`config.mk`:
```
export PLATFORM = sky130hd
export DESIGN_NAME = btn_event_ctrl
export DESIGN_NICKNAME = d
export VERILOG_FILES = /design/src/rtl/btn_pkg.sv /design/src/rtl/btn_filter.sv /design/src/rtl/btn_event_ctrl.sv
export SDC_FILE = /design/constraint.sdc
export NUM_CORES = 1
export LEC_CHECK = 0
export ABC_AREA = 1
export CAP_MARGIN = 5
export CORE_UTILIZATION = 50
export CTS_CLUSTER_DIAMETER = 100
export DETAILED_ROUTE_END_ITERATION = 12
export GPL_TIMING_DRIVEN = 0
export PLACE_DENSITY_LB_ADDON = 0.05
export SYNTH_ARGS = -nofsm -noshare
export SYNTH_HDL_FRONTEND = slang
export SYNTH_SLANG_ARGS = --single-unit
```
`constraint.sdc`:
```
create_clock -name clk -period 5.3 [get_ports clk]
set_input_delay 0.795 -clock clk [delete_from_list [all_inputs] [get_ports clk]]
set_output_delay 0.795 -clock clk [all_outputs]
set_load 0.02 [all_outputs]
```
`src/rtl/btn_pkg.sv`:
```
// Shared constants and arbiter state encoding for the push-button event front-end.
package btn_pkg;

  localparam int TICK_DIV_DEF       = 100000;
  localparam int STABLE_SAMPLES_DEF = 3;
  localparam int REPEAT_TICKS_DEF   = 50;

  typedef enum logic {
    ST_IDLE    = 1'b0,
    ST_PRESENT = 1'b1
  } arb_state_t;

endpackage

```
`src/rtl/btn_filter.sv`:
```
// One button: 2-flop synchronizer, tick-sampled debounce history, level register, press pulse.
// Optional hold-to-repeat counter under BTN_AUTOREPEAT_EN.
module btn_filter
  import btn_pkg::*;
#(
  parameter int STABLE_SAMPLES = STABLE_SAMPLES_DEF
`ifdef BTN_AUTOREPEAT_EN
  , parameter int REPEAT_TICKS = REPEAT_TICKS_DEF
`endif
) (
  input  logic clk,
  input  logic rst,
  input  logic btn_raw,
  input  logic tick,
  output logic level,
  output logic press
);

  logic                      sync1_q, sync1_d;
  logic                      sync2_q, sync2_d;
  logic [STABLE_SAMPLES-1:0] hist_q, hist_d;
  logic                      level_q, level_d;
  logic                      level_dly_q, level_dly_d;
  logic                      rise;

  always_comb begin
    sync1_d     = btn_raw;
    sync2_d     = sync1_q;
    hist_d      = hist_q;
    level_d     = level_q;
    level_dly_d = level_q;
    if (tick) begin
      hist_d = {hist_q[STABLE_SAMPLES-2:0], sync2_q};
      if (&hist_d) begin
        level_d = 1'b1;
      end else if (~|hist_d) begin
        level_d = 1'b0;
      end
    end
  end

  always_ff @(posedge clk) begin
    if (rst) begin
      sync1_q     <= 1'b0;
      sync2_q     <= 1'b0;
      hist_q      <= '0;
      level_q     <= 1'b0;
      level_dly_q <= 1'b0;
    end else begin
      sync1_q     <= sync1_d;
      sync2_q     <= sync2_d;
      hist_q      <= hist_d;
      level_q     <= level_d;
      level_dly_q <= level_dly_d;
    end
  end

  assign rise  = level_q & ~level_dly_q;
  assign level = level_q;

`ifdef BTN_AUTOREPEAT_EN
  localparam int HW = $clog2(REPEAT_TICKS + 1);
  localparam logic [HW-1:0] HOLD_LAST = HW'(REPEAT_TICKS - 1);

  logic [HW-1:0] hold_q, hold_d;
  logic          rep_q, rep_d;

  // The repeat pulse is registered so it lands one clk after its tick, like a debounced edge.
  always_comb begin
    hold_d = hold_q;
    rep_d  = 1'b0;
    if (!level_q) begin
      hold_d = '0;
    end else if (tick) begin
      if (hold_q == HOLD_LAST) begin
        hold_d = '0;
        rep_d  = 1'b1;
      end else begin
        hold_d = hold_q + 1'b1;
      end
    end
  end

  always_ff @(posedge clk) begin
    if (rst) begin
      hold_q <= '0;
      rep_q  <= 1'b0;
    end else begin
      hold_q <= hold_d;
      rep_q  <= rep_d;
    end
  end

  assign press = rise | rep_q;
`else
  assign press = rise;
`endif

endmodule

```
`src/rtl/btn_event_ctrl.sv`:
```
// Debounces N_BTN buttons and serialises presses round-robin onto one valid/ready event port.
// BTN_AUTOREPEAT_EN adds per-button hold-to-repeat events (REPEAT_TICKS exists only then).
module btn_event_ctrl
  import btn_pkg::*;
#(
  parameter int N_BTN          = 4,
  parameter int TICK_DIV       = TICK_DIV_DEF,
  parameter int STABLE_SAMPLES = STABLE_SAMPLES_DEF
`ifdef BTN_AUTOREPEAT_EN
  , parameter int REPEAT_TICKS = REPEAT_TICKS_DEF
`endif
) (
  input  logic                     clk,
  input  logic                     rst,
  input  logic [N_BTN-1:0]         btn_in,
  output logic [N_BTN-1:0]         btn_level,
  output logic                     evt_valid,
  input  logic                     evt_ready,
  output logic [$clog2(N_BTN)-1:0] evt_id,
  output logic                     overrun
);

  localparam int IDW = $clog2(N_BTN);
  localparam int TW  = $clog2(TICK_DIV);
  localparam logic [TW-1:0]  TICK_LAST = TW'(TICK_DIV - 1);
  localparam logic [IDW-1:0] LAST_ID   = IDW'(N_BTN - 1);

  logic [TW-1:0]    tick_cnt_q, tick_cnt_d;
  logic             tick;
  logic [N_BTN-1:0] press;
  logic [N_BTN-1:0] pending_q, pending_d;
  logic [N_BTN-1:0] clr;
  logic             overrun_q, overrun_d;
  logic [IDW-1:0]   evt_id_q, evt_id_d;
  logic [IDW-1:0]   last_grant_q, last_grant_d;
  arb_state_t       state_q, state_d;
  logic [IDW-1:0]   cand, pick;
  logic             found;
  logic             grant;

  always_comb begin
    tick       = (tick_cnt_q == TICK_LAST);
    tick_cnt_d = tick ? '0 : tick_cnt_q + 1'b1;
  end

  for (genvar i = 0; i < N_BTN; i++) begin : g_btn
    btn_filter #(
      .STABLE_SAMPLES(STABLE_SAMPLES)
`ifdef BTN_AUTOREPEAT_EN
      , .REPEAT_TICKS(REPEAT_TICKS)
`endif
    ) u_filter (
      .clk    (clk),
      .rst    (rst),
      .btn_raw(btn_in[i]),
      .tick   (tick),
      .level  (btn_level[i]),
      .press  (press[i])
    );
  end

  // Round-robin search starting just above the last granted button.
  always_comb begin
    found = 1'b0;
    pick  = last_grant_q;
    cand  = last_grant_q;
    for (int k = 0; k < N_BTN; k++) begin
      cand = (cand == LAST_ID) ? '0 : cand + 1'b1;
      if (!found && pending_q[cand]) begin
        found = 1'b1;
        pick  = cand;
      end
    end
  end

  always_comb begin
    state_d = state_q;
    case (state_q)
      ST_IDLE:    if (found) state_d = ST_PRESENT;
      ST_PRESENT: if (evt_ready && !found) state_d = ST_IDLE;
      default:    state_d = ST_IDLE;
    endcase
  end

  always_comb begin
    evt_valid = (state_q == ST_PRESENT);
    grant     = found && ((state_q == ST_IDLE) || evt_ready);
  end

  // A press landing on a still-pending button is lost unless that button is being granted now.
  always_comb begin
    for (int j = 0; j < N_BTN; j++) begin
      clr[j] = grant && (pick == IDW'(j));
    end
    pending_d    = (pending_q & ~clr) | press;
    overrun_d    = overrun_q | (|(press & pending_q & ~clr));
    evt_id_d     = grant ? pick : evt_id_q;
    last_grant_d = grant ? pick : last_grant_q;
  end

  always_ff @(posedge clk) begin
    if (rst) begin
      state_q      <= ST_IDLE;
      tick_cnt_q   <= '0;
      pending_q    <= '0;
      overrun_q    <= 1'b0;
      evt_id_q     <= '0;
      last_grant_q <= LAST_ID;
    end else begin
      state_q      <= state_d;
      tick_cnt_q   <= tick_cnt_d;
      pending_q    <= pending_d;
      overrun_q    <= overrun_d;
      evt_id_q     <= evt_id_d;
      last_grant_q <= last_grant_d;
    end
  end

  assign evt_id  = evt_id_q;
  assign overrun = overrun_q;

endmodule

```
# After elaboration in Yosys (flattened, before gate mapping)
# Cells that the tools add are included.
dict set report classes {
  n_addsub 5
  n_lt_le_gt_ge 4
  eq_ne 12
  muxes 31
  bitwise 15
  n_reduce_logical 29
}
# operator n
set ops {}
lappend ops {{1-bit 2-to-1 mux} 18}
lappend ops {{17-bit by 1-bit adder with 17-bit output, second input constant} 1}
lappend ops {{17-bit == test, second input constant} 1}
lappend ops {{2-bit 2-to-1 mux} 8}
lappend ops {{4-bit bitwise AND} 3}
lappend ops {{2-bit == test, second input constant} 6}
lappend ops {{2-bit by 3-bit less-than comparator with 1-bit output, second input constant} 4}
lappend ops {{3-bit AND reduction} 4}
lappend ops {{3-bit OR reduction} 4}
lappend ops {{1-bit logical AND} 9}
lappend ops {{2-bit by 1-bit adder with 2-bit output, second input constant} 4}
lappend ops {{1-bit binary-select mux with 2-bit select} 4}
lappend ops {{2-bit by 1-bit != test with 1-bit output, second input constant} 4}
lappend ops {{2-bit AND reduction} 4}
lappend ops {{1-bit NOT} 5}
lappend ops {{1-bit bitwise AND} 4}
lappend ops {{1-bit zero test} 4}
lappend ops {{4-bit NOT} 1}
lappend ops {{4-bit OR} 1}
lappend ops {{4-bit OR reduction} 1}
lappend ops {{2-bit by 1-bit == test with 1-bit output, second input constant} 1}
lappend ops {{2-bit zero test} 1}
lappend ops {{1-bit one-hot mux with 2 select lines} 1}
lappend ops {{2-bit OR reduction} 1}
lappend ops {{other kinds (2)} 2}
dict set report totals {
  regBits 51
  word_cells 122
}

# Depth between registers and ports, before layout
dict set report depth {
  depth_word 20
  mapped_depth 18
  depth_no_buf 18
}

# Hierarchy
# Synthesis repeated with hierarchy kept, for this count alone.
dict set report hier_totals {
  hier_cells 355
  area_unflattened_um2 2468.6
}
# module instances cells_each area_per_inst_um2
set modules_own_cells {}
lappend modules_own_cells {btn_event_ctrl 1 239 1602.8}
lappend modules_own_cells {btn_filter 4 29 216.5}

# Least setup slack after synthesis
# No wires, ideal clock.
dict set report synth_path {
  path_type {register to register}
  from {register last_grant_q[0]}
  to {register overrun_q, in the netlist overrun}
  t_arrival_ns 1.892
  t_required_ns 5.172
  setup_slack_ns 3.281
  path_stages_with_launch 16
  cell_sequence {dfxtp_1 -> ha_1 -> inv_1 -> nand2_1 -> nand2_2 -> nand2_1 -> o21ai_2 -> nand3_4 -> inv_4 -> nand2_1 -> nand2_1 -> nand3_1 -> nand2_1 -> nand3_1 -> nor2_1 -> nor2_1}
}
dict set report synth_via {
  elab_chain_len 20
  elab_cells_between_ends 47
  classes_between {add/sub: 4; eq/ne: 7; mux: 20; bitwise: 3; reduce/logical: 13}
}
# item line
set synth_rtl {}
lappend synth_rtl {{start, declared} btn_event_ctrl.sv:35} ;# logic [IDW-1:0] last_grant_q, last_grant_d;
lappend synth_rtl {{start signal, assigned} btn_event_ctrl.sv:115} ;# last_grant_q <= last_grant_d;
lappend synth_rtl {{parallel branches: the longest is 16 deep, another holds 2-bit by 1-bit adder with 2-bit output} -}
lappend synth_rtl {{4-bit NOT *} btn_event_ctrl.sv:96} ;# overrun_d = overrun_q | (|(press & pending_q & ~clr));
lappend synth_rtl {{4-bit bitwise AND *} btn_event_ctrl.sv:96}
lappend synth_rtl {{4-bit OR reduction *} btn_event_ctrl.sv:96}
lappend synth_rtl {{1-bit OR *} btn_event_ctrl.sv:96}
lappend synth_rtl {{end signal, assigned} btn_event_ctrl.sv:113} ;# overrun_q <= overrun_d;
lappend synth_rtl {{end, declared} btn_event_ctrl.sv:33} ;# logic overrun_q, overrun_d;
# Every way passes the cells marked *. The select of a mux whose other input is x is not followed.
# A chain may end at the register's enable or synchronous reset.

# Worst setup path in the final report
# Same ends and word-level chain as after synthesis.

==> impl_metrics.json <==
{
  "insertion_delay_ns": 0.31,
  "final.period_utilization_pct": 45.7,
  "ys_seq_elements": 51,
  "dieHeight_um": 71.6,
  "max_freq_mhz": 413,
  "hp-start": "g_btn[2].u_filter.sync1_q",
  "grt_max_degree": 17,
  "crit_path_top_delay_cell": "dfxtp_1",
  "required_ns": 5.49,
  "insertedDiodeCount": 0,
  "path_common_cell": "nand2_1",
  "grt_pass1_wl_um": 7660,
  "dpl.hpwl_um": 3400,
  "crit_fanout": 8,
  "power_density_mw_per_mm2": 421,
  "cts_setup_buffers": 0,
  "setup-tns-final_ns": 0,
  "port_buffers": 14,
  "p_total_mw": 1.15,
  "max_stage_delay_ns": 0.51,
  "ios": 15,
  "clock-sinks": 51,
  "synth_top_area_share_pct": 42.1,
  "synth-main-ff-cell": "dfxtp_1",
  "grt_busiest_layer": "met1",
  "crit_chain": "ha_1, inv_1, nand2_1, nand2_2, nand2_1, o21ai_2, nand3_4, inv_4, nand2_1, nand2_1, nand3_1, nand2_1, nand3_1, nor2_1, nor2_1",
  "syn_area_mm2": 0.00242,
  "startpoint": "last_grant_q[0]",
  "post_cts_resized": 0,
  "vias": 2025,
  "status": "finished, final reports clean",
  "clock_path_buffers": 2,
  "first_iter_violations": 135,
  "yosysTopAreaCell": "dfxtp_1",
  "overflow": 0,
  "setup.worst_path.class": "reg -> reg",
  "vias_per_cell": 5.01,
  "die_area_mm2": 0.00513,
  "ant_nets": 0,
  "peakVddDrop_mv": 0.211,
  "final-setup-viol-count": 0,
  "cts_tree": "built",
  "synth-edff-count": 0,
  "fill_cells": 421,
  "yosysSeqAreaShare_pct": 42.1,
  "htreeDepth": 2,
  "p_leak_nw": 1.09,
  "first_pass_iters": 4,
  "antenna_found_initial": 0,
  "synth_cell_types": 37,
  "drt-total-wl_um": 4460,
  "core_area_mm2": 0.00450,
  "die_x_um": 71.6,
  "period_needed_ns": 2.42,
  "crit_family": "simple AND/OR/NAND/NOR gates",
  "cts_made_buffers": 5,
  "r2r_start": "last_grant_q[0]",
  "syn_inst": 330,
  "syn_area_per_cell_um2": 7.34,
  "grt_pass1_vias": 1743,
  "grt_usage_pct": 18.9,
  "max_slew.worst_pin.slew_ns": 0.517,
  "start_util_pct": 53.8,
  "hold_path.class": "reg -> reg",
  "grt_util_met3_pct": 3.38,
  "wl_per_cell_um": 11.0,
  "nNetsFinal": 360,
  "grt_use_met1_pct": 27.8,
  "maxCapViolCount": 0,
  "area_growth_pct": 13.1,
  "hold_buffers": 0,
  "end_kind": "flip-flop",
  "synth_nets": 339,
  "ys_async_sr_fraction_pct": 0,
  "startpoint_type": "flip-flop",
  "remaining_drc_errors": 0,
  "cts-root-buf": "clkbuf_8",
  "gp_congestion": 0.823,
  "path_buf_inv": 2,
  "drive_above_1_share_pct": 11.4,
  "rsz0062_at_grt": "no",
  "slew_viol_final": 0,
  "ys_warn_count": 0,
  "rows": 24,
  "clock_skew_ns": 0.0109,
  "grt.met2_usage_pct": 27.7,
  "cp.arrival_ns": 2.61,
  "cts.clk_slew.worst_paths_ns": 0.09,
  "slew_headroom_pct": 65.6,
  "finalHoldViolCount": 0,
  "yosys-top-cells-area": "dfxtp_1 42%, nand2_1 10%, inv_1 8.2%, nor2_1 5.7%, nand3_1 5.4%"
}
state kept, by name (all words and copies together) (netlist names):
name and cells:
pending_q 4, overrun 1, g_btn.u_filter.hist_q 8, evt_id 2, g_btn.u_filter.sync1_q 4, g_btn.u_filter.level 4
g_btn.u_filter.sync2_q 4, evt_valid 1, tick_cnt_q 17, last_grant_q 2, g_btn.u_filter.level_dly_q 4
worst paths after layout:
check	end	slack [ns]	cells past startpoint
worst min register to register	g_btn[2].u_filter.sync2_q	0.41	2
worst max register to register	overrun	2.88	15
worst max-delay path	overrun	2.88	15
worst min-delay path	g_btn[2].u_filter.sync2_q	0.41	2
report_power, final:
part / total [mW] / switching [mW] / internal, mW
sequential: 0.417 / 0.0143 / 0.403
combinational: 0.465 / 0.306 / 0.159
clock: 0.271 / 0.128 / 0.143
total: 1.15 / 0.448 / 0.704
layer usage:
metal	share of wire, %	up-vias
li1	-	1087
met1	51	888
met2	43	43
met3	4.6	7
met4	1.4	0
met5	0	-
per-stage QoR:
stage	cell area, um^2	util [%]	hold WS, ns	instances	setup WS (ns)
CTS	2740	60.8	0.409	404	2.89
detailed placement	2630	58.3	0.396	396	2.88
global route	2740	60.8	0.419	404	2.63
floorplan	2420	-	0.388	330	3.28
finish	2740	60.8	0.406	404	2.88
global placement	2630	58.3	0.390	396	2.88
logic make-up (layout without fill, tap and decap cells):
| kind of cell | Yosys count | count (layout) | share of synthesized area [%] |
|---|---|---|---|
| flops | 51 | 51 | 42.1 |
| buf+inv | 65 | 87 | 10.8 |
| fa+ha+maj | 2 | 2 | 1.03 |
| simple gates | 165 | 165 | 33.1 |
| compound gates | 41 | 41 | 10.7 |
| xor+xnor | 6 | 6 | 2.17 |
layout make-up:
| cell class | instances | area (um^2) | area share [%] |
|---|---|---|---|
| clock buffers | 6 | 72.6 | 2.65 |
| inverters | 57 | 216 | 7.90 |
| flip-flops and latches | 51 | 1020 | 37.3 |
| plain buffers | 8 | 46.3 | 1.69 |
| well taps | 52 | 65.1 | 2.38 |
| repair buffers | 14 | 140 | 5.12 |
| multi-input cells | 214 | 1140 | 41.6 |
| clock inverters | 2 | 38.8 | 1.42 |
cells in the mapped netlist, types with 2 or more instances:
| library cell | instances |
|---|---|
| nand2_1 | 65 |
| inv_1 | 53 |
| dfxtp_1 | 51 |
| nor2_1 | 37 |
| nand3_1 | 26 |
| a21oi_1 | 13 |
| nor3_1 | 7 |
| o21ai_0 | 7 |
| o22ai_1 | 6 |
| o41ai_1 | 6 |
| xor2_1 | 6 |
| nand2_2 | 5 |
| buf_4 | 4 |
| nand3_2 | 4 |
| or2_2 | 4 |
| inv_2 | 3 |
| nor2_2 | 3 |
| nor3b_1 | 3 |
| nor4_1 | 3 |
| o21ai_1 | 3 |
| clkbuf_1 | 2 |
| ha_1 | 2 |
| nand2_4 | 2 |
| o211ai_1 | 2 |
cells in the final DEF (no fill, tap or decap), types with 2 or more instances in the layout:
cell type         n
or2_2             4
clkdlybuf4s50_1  14
nand3_1          26
o21ai_0           7
nor4_1            3
nor3_1            7
o211ai_1          2
nand2_2           5
ha_1              2
nor3b_1           3
o41ai_1           6
dfxtp_1          51
inv_2             3
nand2_1          65
o21ai_1           3
nand3_2           4
xor2_1            6
nand2_4           2
o22ai_1           6
buf_4             4
clkbuf_8          5
clkbuf_1          3
nor2_2            3
nor2_1           37
inv_1            53
a21oi_1          13
worst reg2reg max path, stage by stage (launching register included):
cell and delay (ns):
dfxtp_1 0.51, ha_1 0.37, inv_1 0.21, nand2_1 0.12
nand2_2 0.13, nand2_1 0.07, o21ai_2 0.10, nand3_4 0.14
inv_4 0.08, nand2_1 0.05, nand2_1 0.11, nand3_1 0.12
nand2_1 0.09, nand3_1 0.07, nor2_1 0.09, nor2_1 0.05
Power figures use the tool's default switching activity.
